## config.mk

```make
export PLATFORM = sky130hd
export DESIGN_NAME = systolic_feeder
export DESIGN_NICKNAME = d
export VERILOG_FILES = /design/src/rtl/systolic_pkg.sv /design/src/rtl/feeder_buf.sv /design/src/rtl/systolic_feeder.sv
export SDC_FILE = /design/constraint.sdc
export NUM_CORES = 1
export LEC_CHECK = 0
export BUFFER_PORTS_ARGS = -buffer_cell sky130_fd_sc_hd__buf_4
export CORE_ASPECT_RATIO = 0.9
export CORE_MARGIN = 1.5
export CORE_UTILIZATION = 57
export CTS_CLUSTER_SIZE = 24
export DETAILED_ROUTE_END_ITERATION = 8
export PLACE_DENSITY = 0.85
export RECOVER_POWER = 100
export SYNTH_ARGS = -nofsm -noshare
export SYNTH_HDL_FRONTEND = slang
export SYNTH_HIERARCHICAL = 1
export SYNTH_SLANG_ARGS = --single-unit
```

## constraint.sdc

```tcl
create_clock -name clk -period 4.82 [get_ports clk]
set_clock_uncertainty 0.1 [all_clocks]
set_input_delay 0.241 -clock clk [delete_from_list [all_inputs] [get_ports clk]]
set_output_delay 0.241 -clock clk [all_outputs]
set_load 0.01 [all_outputs]
```

## src/rtl/systolic_pkg.sv

```systemverilog
// Shared definitions for the systolic array host-side feeder.
package systolic_pkg;

    localparam int N        = 4;
    localparam int DATA_W   = 4;
    localparam int RES_W    = 8;
    localparam int LOAD_LEN = 16;

    typedef enum logic [2:0] {
        ST_FILL   = 3'd0,
        ST_LOAD_W = 3'd1,
        ST_LOAD_I = 3'd2,
        ST_WAIT   = 3'd3,
        ST_OUT    = 3'd4
    } feeder_state_t;

    typedef logic [N*RES_W-1:0] res_vec_t;

endpackage

```

## src/rtl/feeder_buf.sv

```systemverilog
// Job buffer: register file with one synchronous write port and one asynchronous read port.
module feeder_buf #(
    parameter int DATA_W = 4,
    parameter int AW     = 5
) (
    input  logic              clk,
    input  logic              we,
    input  logic [AW-1:0]     waddr,
    input  logic [DATA_W-1:0] wdata,
    input  logic [AW-1:0]     raddr,
    output logic [DATA_W-1:0] rdata
);

    logic [DATA_W-1:0] mem_q [0:(1<<AW)-1];

    // Contents are deliberately not reset; every job overwrites all entries before replay.
    always_ff @(posedge clk) begin
        if (we) begin
            mem_q[waddr] <= wdata;
        end
    end

    assign rdata = mem_q[raddr];

endmodule

```

## src/rtl/systolic_feeder.sv

```systemverilog
// Buffers one 32-nibble job, replays it to the 4x4 systolic array as a gap-free burst,
// then returns the captured results downstream through a valid/ready handshake.
module systolic_feeder
    import systolic_pkg::*;
#(
    parameter int DATA_W  = 4,
    parameter int RES_W   = 8,
    parameter int TIMEOUT = 31
) (
    input  logic                 clk,
    input  logic                 reset,
    input  logic                 s_valid,
    output logic                 s_ready,
    input  logic [DATA_W-1:0]    s_data,
    output logic [DATA_W-1:0]    arr_data_in,
    output logic                 arr_load_weights,
    output logic                 arr_load_inputs,
    input  logic [N*RES_W-1:0]   arr_results,
    input  logic                 arr_valid_out,
    output logic                 m_valid,
    input  logic                 m_ready,
    output logic [N*RES_W-1:0]   m_data,
    output logic                 busy,
    output logic                 err
);

    feeder_state_t state_q, state_d;

    logic [4:0]          wptr_q, wptr_d;
    logic [4:0]          rptr_q, rptr_d;
    logic [5:0]          wait_q, wait_d;
    logic [DATA_W-1:0]   data_q, data_d;
    logic                load_w_q, load_w_d;
    logic                load_i_q, load_i_d;
    logic                err_q, err_d;
    logic [N*RES_W-1:0]  res_q, res_d;

    logic                buf_we_s;
    logic [4:0]          raddr_s;
    logic [DATA_W-1:0]   rdata_s;

    feeder_buf #(
        .DATA_W (DATA_W),
        .AW     (5)
    ) u_buf (
        .clk   (clk),
        .we    (buf_we_s),
        .waddr (wptr_q),
        .wdata (s_data),
        .raddr (raddr_s),
        .rdata (rdata_s)
    );

    // State register.
    always_ff @(posedge clk or posedge reset) begin
        if (reset) begin
            state_q <= ST_FILL;
        end else begin
            state_q <= state_d;
        end
    end

    // Next-state logic; rptr_q holds the index of the nibble to present on the next edge.
    always_comb begin
        state_d = state_q;
        case (state_q)
            ST_FILL: begin
                if (s_valid && (wptr_q == 5'd31)) begin
                    state_d = ST_LOAD_W;
                end else begin
                    state_d = ST_FILL;
                end
            end
            ST_LOAD_W, ST_LOAD_I: begin
                if (rptr_q == 5'd0) begin
                    state_d = ST_WAIT;
                end else if (rptr_q >= 5'(LOAD_LEN)) begin
                    state_d = ST_LOAD_I;
                end else begin
                    state_d = ST_LOAD_W;
                end
            end
            ST_WAIT: begin
                if (arr_valid_out) begin
                    state_d = ST_OUT;
                end else if (wait_q == 6'(TIMEOUT)) begin
                    state_d = ST_FILL;
                end else begin
                    state_d = ST_WAIT;
                end
            end
            ST_OUT: begin
                if (m_ready) begin
                    state_d = ST_FILL;
                end else begin
                    state_d = ST_OUT;
                end
            end
            default: begin
                state_d = ST_FILL;
            end
        endcase
    end

    // Datapath next values; array pins are computed from the next state so they change on the same edge.
    always_comb begin
        wptr_d   = wptr_q;
        rptr_d   = rptr_q;
        wait_d   = wait_q;
        data_d   = '0;
        load_w_d = 1'b0;
        load_i_d = 1'b0;
        err_d    = 1'b0;
        res_d    = res_q;
        buf_we_s = 1'b0;
        raddr_s  = rptr_q;
        case (state_q)
            ST_FILL: begin
                buf_we_s = s_valid;
                raddr_s  = 5'd0;
                if (s_valid) begin
                    wptr_d = wptr_q + 5'd1;
                end else begin
                    wptr_d = wptr_q;
                end
                if (state_d == ST_LOAD_W) begin
                    data_d   = rdata_s;
                    load_w_d = 1'b1;
                    rptr_d   = 5'd1;
                end else begin
                    rptr_d   = 5'd0;
                end
            end
            ST_LOAD_W, ST_LOAD_I: begin
                if (state_d == ST_WAIT) begin
                    rptr_d = 5'd0;
                    wait_d = 6'd0;
                end else begin
                    data_d   = rdata_s;
                    load_w_d = (state_d == ST_LOAD_W);
                    load_i_d = (state_d == ST_LOAD_I);
                    rptr_d   = rptr_q + 5'd1;
                end
            end
            ST_WAIT: begin
                if (state_d == ST_OUT) begin
                    res_d = arr_results;
                end else if (state_d == ST_FILL) begin
                    err_d = 1'b1;
                end else begin
                    wait_d = wait_q + 6'd1;
                end
            end
            ST_OUT: begin
                res_d = res_q;
            end
            default: begin
                res_d = res_q;
            end
        endcase
    end

    // Datapath and output registers.
    always_ff @(posedge clk or posedge reset) begin
        if (reset) begin
            wptr_q   <= 5'd0;
            rptr_q   <= 5'd0;
            wait_q   <= 6'd0;
            data_q   <= '0;
            load_w_q <= 1'b0;
            load_i_q <= 1'b0;
            err_q    <= 1'b0;
            res_q    <= '0;
        end else begin
            wptr_q   <= wptr_d;
            rptr_q   <= rptr_d;
            wait_q   <= wait_d;
            data_q   <= data_d;
            load_w_q <= load_w_d;
            load_i_q <= load_i_d;
            err_q    <= err_d;
            res_q    <= res_d;
        end
    end

    assign s_ready          = (state_q == ST_FILL);
    assign busy             = (state_q != ST_FILL);
    assign m_valid          = (state_q == ST_OUT);
    assign m_data           = res_q;
    assign arr_data_in      = data_q;
    assign arr_load_weights = load_w_q;
    assign arr_load_inputs  = load_i_q;
    assign err              = err_q;

endmodule

```

Word level (Yosys, flattened, before mapping)
Memory sizes are Yosys's and may differ from the RTL's. Index checks and enable logic that the tools add are counted.

Flip-flop bits (word level): 58. Bits in writable memories: 128. Output and inout port bits: 42. Memories kept: 1.

Memory list: u_buf.mem_q (depth 32, bits a word 4, read ports 1, clocked after memory_dff 0, wr ports 1, line feeder_buf.sv:14) `logic [DATA_W-1:0] mem_q [0:(1<<AW)-1];`.

Add/sub/neg operators: 3. Order comparisons: 1. Equality and inequality tests: 13. Mux-type cells: 29. Reduce and logical (&&, ||, !) cells: 11.

Operators with widths (count): $mux 6 (3); $eq 3x2->1 const B (4); $mux 1 (12); $pmux 3 s4 (1); $pmux 6 s2 (1); $add 5x1->5 const B (2); $mux 5 (2); $pmux 5 s2 (1); $mux 4 (2); $pmux 4 s2 (1); $add 6x1->6 const B (1); $eq 3x1->1 const B (2); $eq 3x3->1 const B (2); $eq 6x5->1 const B (1); $logic_not 3->1 (2); $mux 2 (3); $mux 3 (2); $ne 2x2->1 const B (3); $eq 5x5->1 const B (1); $ge 5x5->1 const B (1); $logic_not 5->1 (1); $reduce_and 2->1 (2); $reduce_and 4->1 (1); $reduce_bool 2->1 (2); 4 further kinds (4).

Depth between registers and ports, before layout
Depth after elaboration: 8. Mapped depth: 8.

Hierarchy
The synthesis kept the hierarchy.

By module, submodules not included: feeder_buf (instances 1, cells an instance 227, area each 5058.6 sq um, sequential area each 3843.7 sq um); systolic_feeder (instances 1, cells an instance 200, area each 2683.8 sq um, sequential area each 1451.4 sq um).

Worst setup path before layout
OpenSTA, ideal clock, no wires.

Path type: register to register. Start point: register state_q[0]. End point: register data_q[0] (netlist: arr_data_in[0]). Library setup time: 0.135 ns. Arrival: 2.455 ns. Data required time: 4.585 ns. Setup slack: 2.130 ns. Stages on the path, launching flop included: 9. Path buffers: 2. Period minus slack after synthesis: 2.690 ns. Cell sequence: dfrtp_1 > nor3_2 > nor2_1 > buf_2 > buf_6 > mux4_2 > mux4_2 > mux2_2 > nor3b_1.

Elaborated cells on any way between the ends: 14. Classes of those cells: eq/ne: 6; mux: 5; reduce/logical: 2; memory: 1.

RTL lines: from (decl) (line systolic_feeder.sv:27) `feeder_state_t state_q, state_d;`; from (signal assigned) (line systolic_feeder.sv:59) `state_q <= state_d;`; $logic_not 3->1 *; named net s_ready (line systolic_feeder.sv:13) `output logic s_ready,`; $mux 5 * (line systolic_feeder.sv:117) `case (state_q)`; named net raddr_s[0] (line systolic_feeder.sv:39) `logic [4:0] raddr_s;`; $mem_v2 32x4 *; named net rdata_s[0] (line systolic_feeder.sv:40) `logic [DATA_W-1:0] rdata_s;`; $mux 4 (on tied branches) (line systolic_feeder.sv:135, systolic_feeder.sv:126); $pmux 4 s2 * (line systolic_feeder.sv:117); named net data_d[0] (line systolic_feeder.sv:32) `logic [DATA_W-1:0] data_q, data_d;`; to (signal assigned) (line systolic_feeder.sv:178) `data_q <= data_d;`; to (decl) (line systolic_feeder.sv:32).

The timed path passes the listed nets; every way through them passes the cells marked *. A chain may end at the register's enable or synchronous reset.

Worst setup path in the final report
Start point: register state_q[2]. End point: memory u_buf.mem_q[26][0], enable pin.

Longest elaborated chain between the ends: 4.

RTL lines: $logic_not 3->1 (line systolic_feeder.sv:117); $mux 1 (line systolic_feeder.sv:117); $mux 1 (line feeder_buf.sv:18) `if (we) begin`; $mux 1 (implied by the code) (line feeder_buf.sv:19) `mem_q[waddr] <= wdata;`; to (decl) (line feeder_buf.sv:14).

No other way between the ends.

==> results.md <==
* CTS tree: done
* Max Cap Violations at 2
* Worst Tran Pin Value at 3.26 ns
* Post-DRT Antenna Nets at 0
* Top FF cell, synth: edfxtp_1
* Initial Util at 0.582
* M1 GR Usage at 0.365
* Final Cell Area at 9130 um^2
* Failing checks: capacitance limit, slew limit
* Worst slew margin at -1.18
* ANT cells at 0
* Post-synth top area cell: edfxtp_1
* Syn_nets at 473
* CP cell instances: nor3_1 -> and2_0 -> nand3b_1 -> nor2_1
* # Post-CTS Setup Buffers at 0
* Mean Syn Cell Area at 18.1 um^2
* Sequential share of the synthesized area at 0.684
* Status: finished, violations left
* DRC viols at 0
* Max VDD drop at 328 uV
* Count of different cell masters after synthesis at 53
* First-pass GRT wire length at 28200 um
* Final Hold Fails at 0
* FMAX at 0.270 GHz
* Synth Register Bits at 186
* Core Area at 13300 um^2
* Clk root buf: clkbuf_16
* Placed cell count at 662
* Vias in the first global route at 4694
* CP max FO at 20
* CP endpoint kind: flip-flop
* Final net count at 594
* Crit share post-route at 0.768
* Synth top area share at 0.496
* Post-synth ARST share at 0.312
* Utilization after layout at 0.686
* Row cnt at 40
* Clock power frac at 0.326
* CP top delay family: simple AND/OR/NAND/NOR gates
* Cell-internal power at 3.30 mW
* Clock transition at path regs at 0.07 ns
* Setup TNS at 0 ns
* Clock Sinks at 186
* Clock buffer depth at 2
* RSZ-0062 raised after global routing: no
* Final GP Congestion at 0.864
* Die outline height at 114 um
* Worst hold path class: primary input to flip-flop
* Total track usage at 0.274
* GRT Residual Overflow at 0
* WL/cell at 25.1 um
* Worst-skew pair later-pin latency at 0.43 ns
* Pwr/cell area at 515 nW/um^2
* Initial antenna violation count at 0
* Pin count of the biggest net entering global routing at 59
* Share of layout cells above drive strength 1 at 0.209
* Max Slew Vio Count at 92
* Leakage at 3.24 nW
* Most Crowded Layer GR: met2
* Setup Viol. Count Final at 0
* Post-place instance area at 8470 um^2
* Final cell count without fillers at 728
* CTS buffer count at 17
* CP peak stage delay at 0.83 ns
* Crit path launch type: flip-flop
* Mapped Area at 7740 um^2
* Io pins at 83
* Pre-Repair DR Iteration Count at 7
* Die Span X at 126 um
* Final wirelength at 18300 um
* Switching Fraction at 0.298
* Power after layout at 4.71 mW
* Met2 Usage GRT at 0.444
* Share of power burned in registers at 0.453
* Crit path time final at 3.70 ns
* Slowest stage cell, crit path: nor3_1
* Initial DRC count at 703
* Synth warnings at 6
* Comb pwr share at 0.222
* Worst path arrival time at 3.67 ns
* Die ar. at 14300 um^2
* Via/cell ratio at 6.22
* H-Tree Level Count at 4
* CP Data Required Time at 4.79 ns
* Net Sw Power at 1.40 mW
* Crit path kind: flip-flop to flip-flop
* Routed vias at 4526
* Dpl hpwl at 10600 um
* IO buf count at 82
* CP bufs+invs at 0
* Area grow syn2layout at 17.9%
* Syn Inst Count at 427
* Number of synthesized flops with an enable pin at 128
* Filler cell count in the final layout at 904
* Met3 Resource Use GR at 0.0671
* Synth top area cells: edfxtp_1, dfrtp_1, mux4_2, mux2_4, nor2_1
==> final timing paths <==
path / from / depth (start not counted) / slack (ns) / end
setup / recovery: state_q[2] / 4 / 1.12 / u_buf/mem_q[26][0]
hold / removal: s_valid / 5 / 0.25 / rptr_q[0]
setup reg to reg: state_q[2] / 4 / 1.12 / u_buf/mem_q[26][0]
hold reg to reg: wait_q[5] / 1 / 0.37 / wait_q[5]
max in group asynchronous: reset / 4 / 1.25 / wait_q[3]
min in group asynchronous: reset / 4 / 1.53 / m_data[12]
==> flip-flops by register name, indices dropped and copies added (netlist names) <==
| name | cells |
|---|---|
| u_buf/mem_q | 128 |
| rptr_q | 5 |
| wait_q | 6 |
| arr_load_weights | 1 |
| state_q | 3 |
| err | 1 |
| arr_data_in | 4 |
| arr_load_inputs | 1 |
| wptr_q | 5 |
| m_data | 32 |
==> what timing repair did <==
action                                  CTS  global route
hold buffers                             35             0
resized for setup                         0             0
endpoints found under the setup margin    0             0
endpoints found under the hold margin    92             0
==> power groups by stage <==
stage / combinational, mW / clock (mW) / sequential (mW)
6_report: 1.04 / 1.53 / 2.13
5_1_grt: 1.13 / 1.61 / 2.15
4_1_cts: 1.33 / 1.53 / 2.12
3_5_place_dp: 1.28 / 0 / 2.15
3_3_place_gp: 1.24 / 0 / 2.13
2_1_floorplan: 0.832 / 0 / 2.15
==> cells in the final DEF (no fill, tap or decap), types with 5 or more instances in the layout <==
cell	Yosys	final
edfxtp_1	128	128
dfrtp_1	58	58
clkbuf_1	3	48
nor2_1	42	42
mux4_2	40	40
buf_4	2	37
dlygate4sd3_1	0	35
mux2_1	5	34
clkbuf_16	0	17
inv_1	10	10
nand2_1	8	10
a21oi_1	6	6
o21ai_0	3	6
nand3b_1	6	6
a31oi_1	5	5
nand3_1	5	5
nor3b_1	5	5
ha_1	5	5
bufinv_16	0	5
==> logic make-up (layout without fill, tap and decap cells) <==
| kind of cell | count (synthesis) | after routing | synth area share |
|---|---|---|---|
| and+or+nand+nor | 94 | 94 | 0.0661 |
| xor gates and xnor gates | 4 | 4 | 0.00453 |
| AOI/OAI and AO/OA | 30 | 30 | 0.0275 |
| buffers and inverters | 28 | 161 | 0.0217 |
| muxes | 80 | 80 | 0.188 |
| adders and majority gates | 5 | 5 | 0.00808 |
| DFF | 186 | 186 | 0.684 |
==> layout make-up <==
type	instances	area [um^2]	share of cell area
clock buffers	18	429	0.0470
clock inverters	13	215	0.0236
inverters	10	37.5	0.00411
multi-input cells	213	2130	0.233
flip-flops and latches	186	5300	0.580
well taps	168	210	0.0230
repair buffers	120	812	0.0890
==> layer usage <==
layer	wire length, um	vias up
met4	486	0
met5	0	-
li1	-	1908
met1	7000	2318
met3	1470	38
met2	9310	262
==> metrics by stage <==
stage	hold slack [ns]	setup WS, ns
floorplan	0.213	2.13
global placement	0.338	1.53
detailed placement	0.337	1.41
CTS	0.116	1.36
global route	0.249	0.616
finish	0.253	1.12
==> synthesized netlist by cell type, drive strengths merged (6+ instances only) <==
cell type	count
edfxtp	128
dfrtp	58
nor2	43
mux4	40
mux2	38
buf	15
inv	10
nand2	10
o21ai	8
a21oi	6
nand3b	6
==> worst reg2reg max path, cell delays in order (launching register included) <==
cell,delay (ns)
dfrtp_1,0.61
nor3_1,0.83
and2_0,0.62
nand3b_1,0.59
nor2_1,0.58
(Power assumes the default switching activity.)
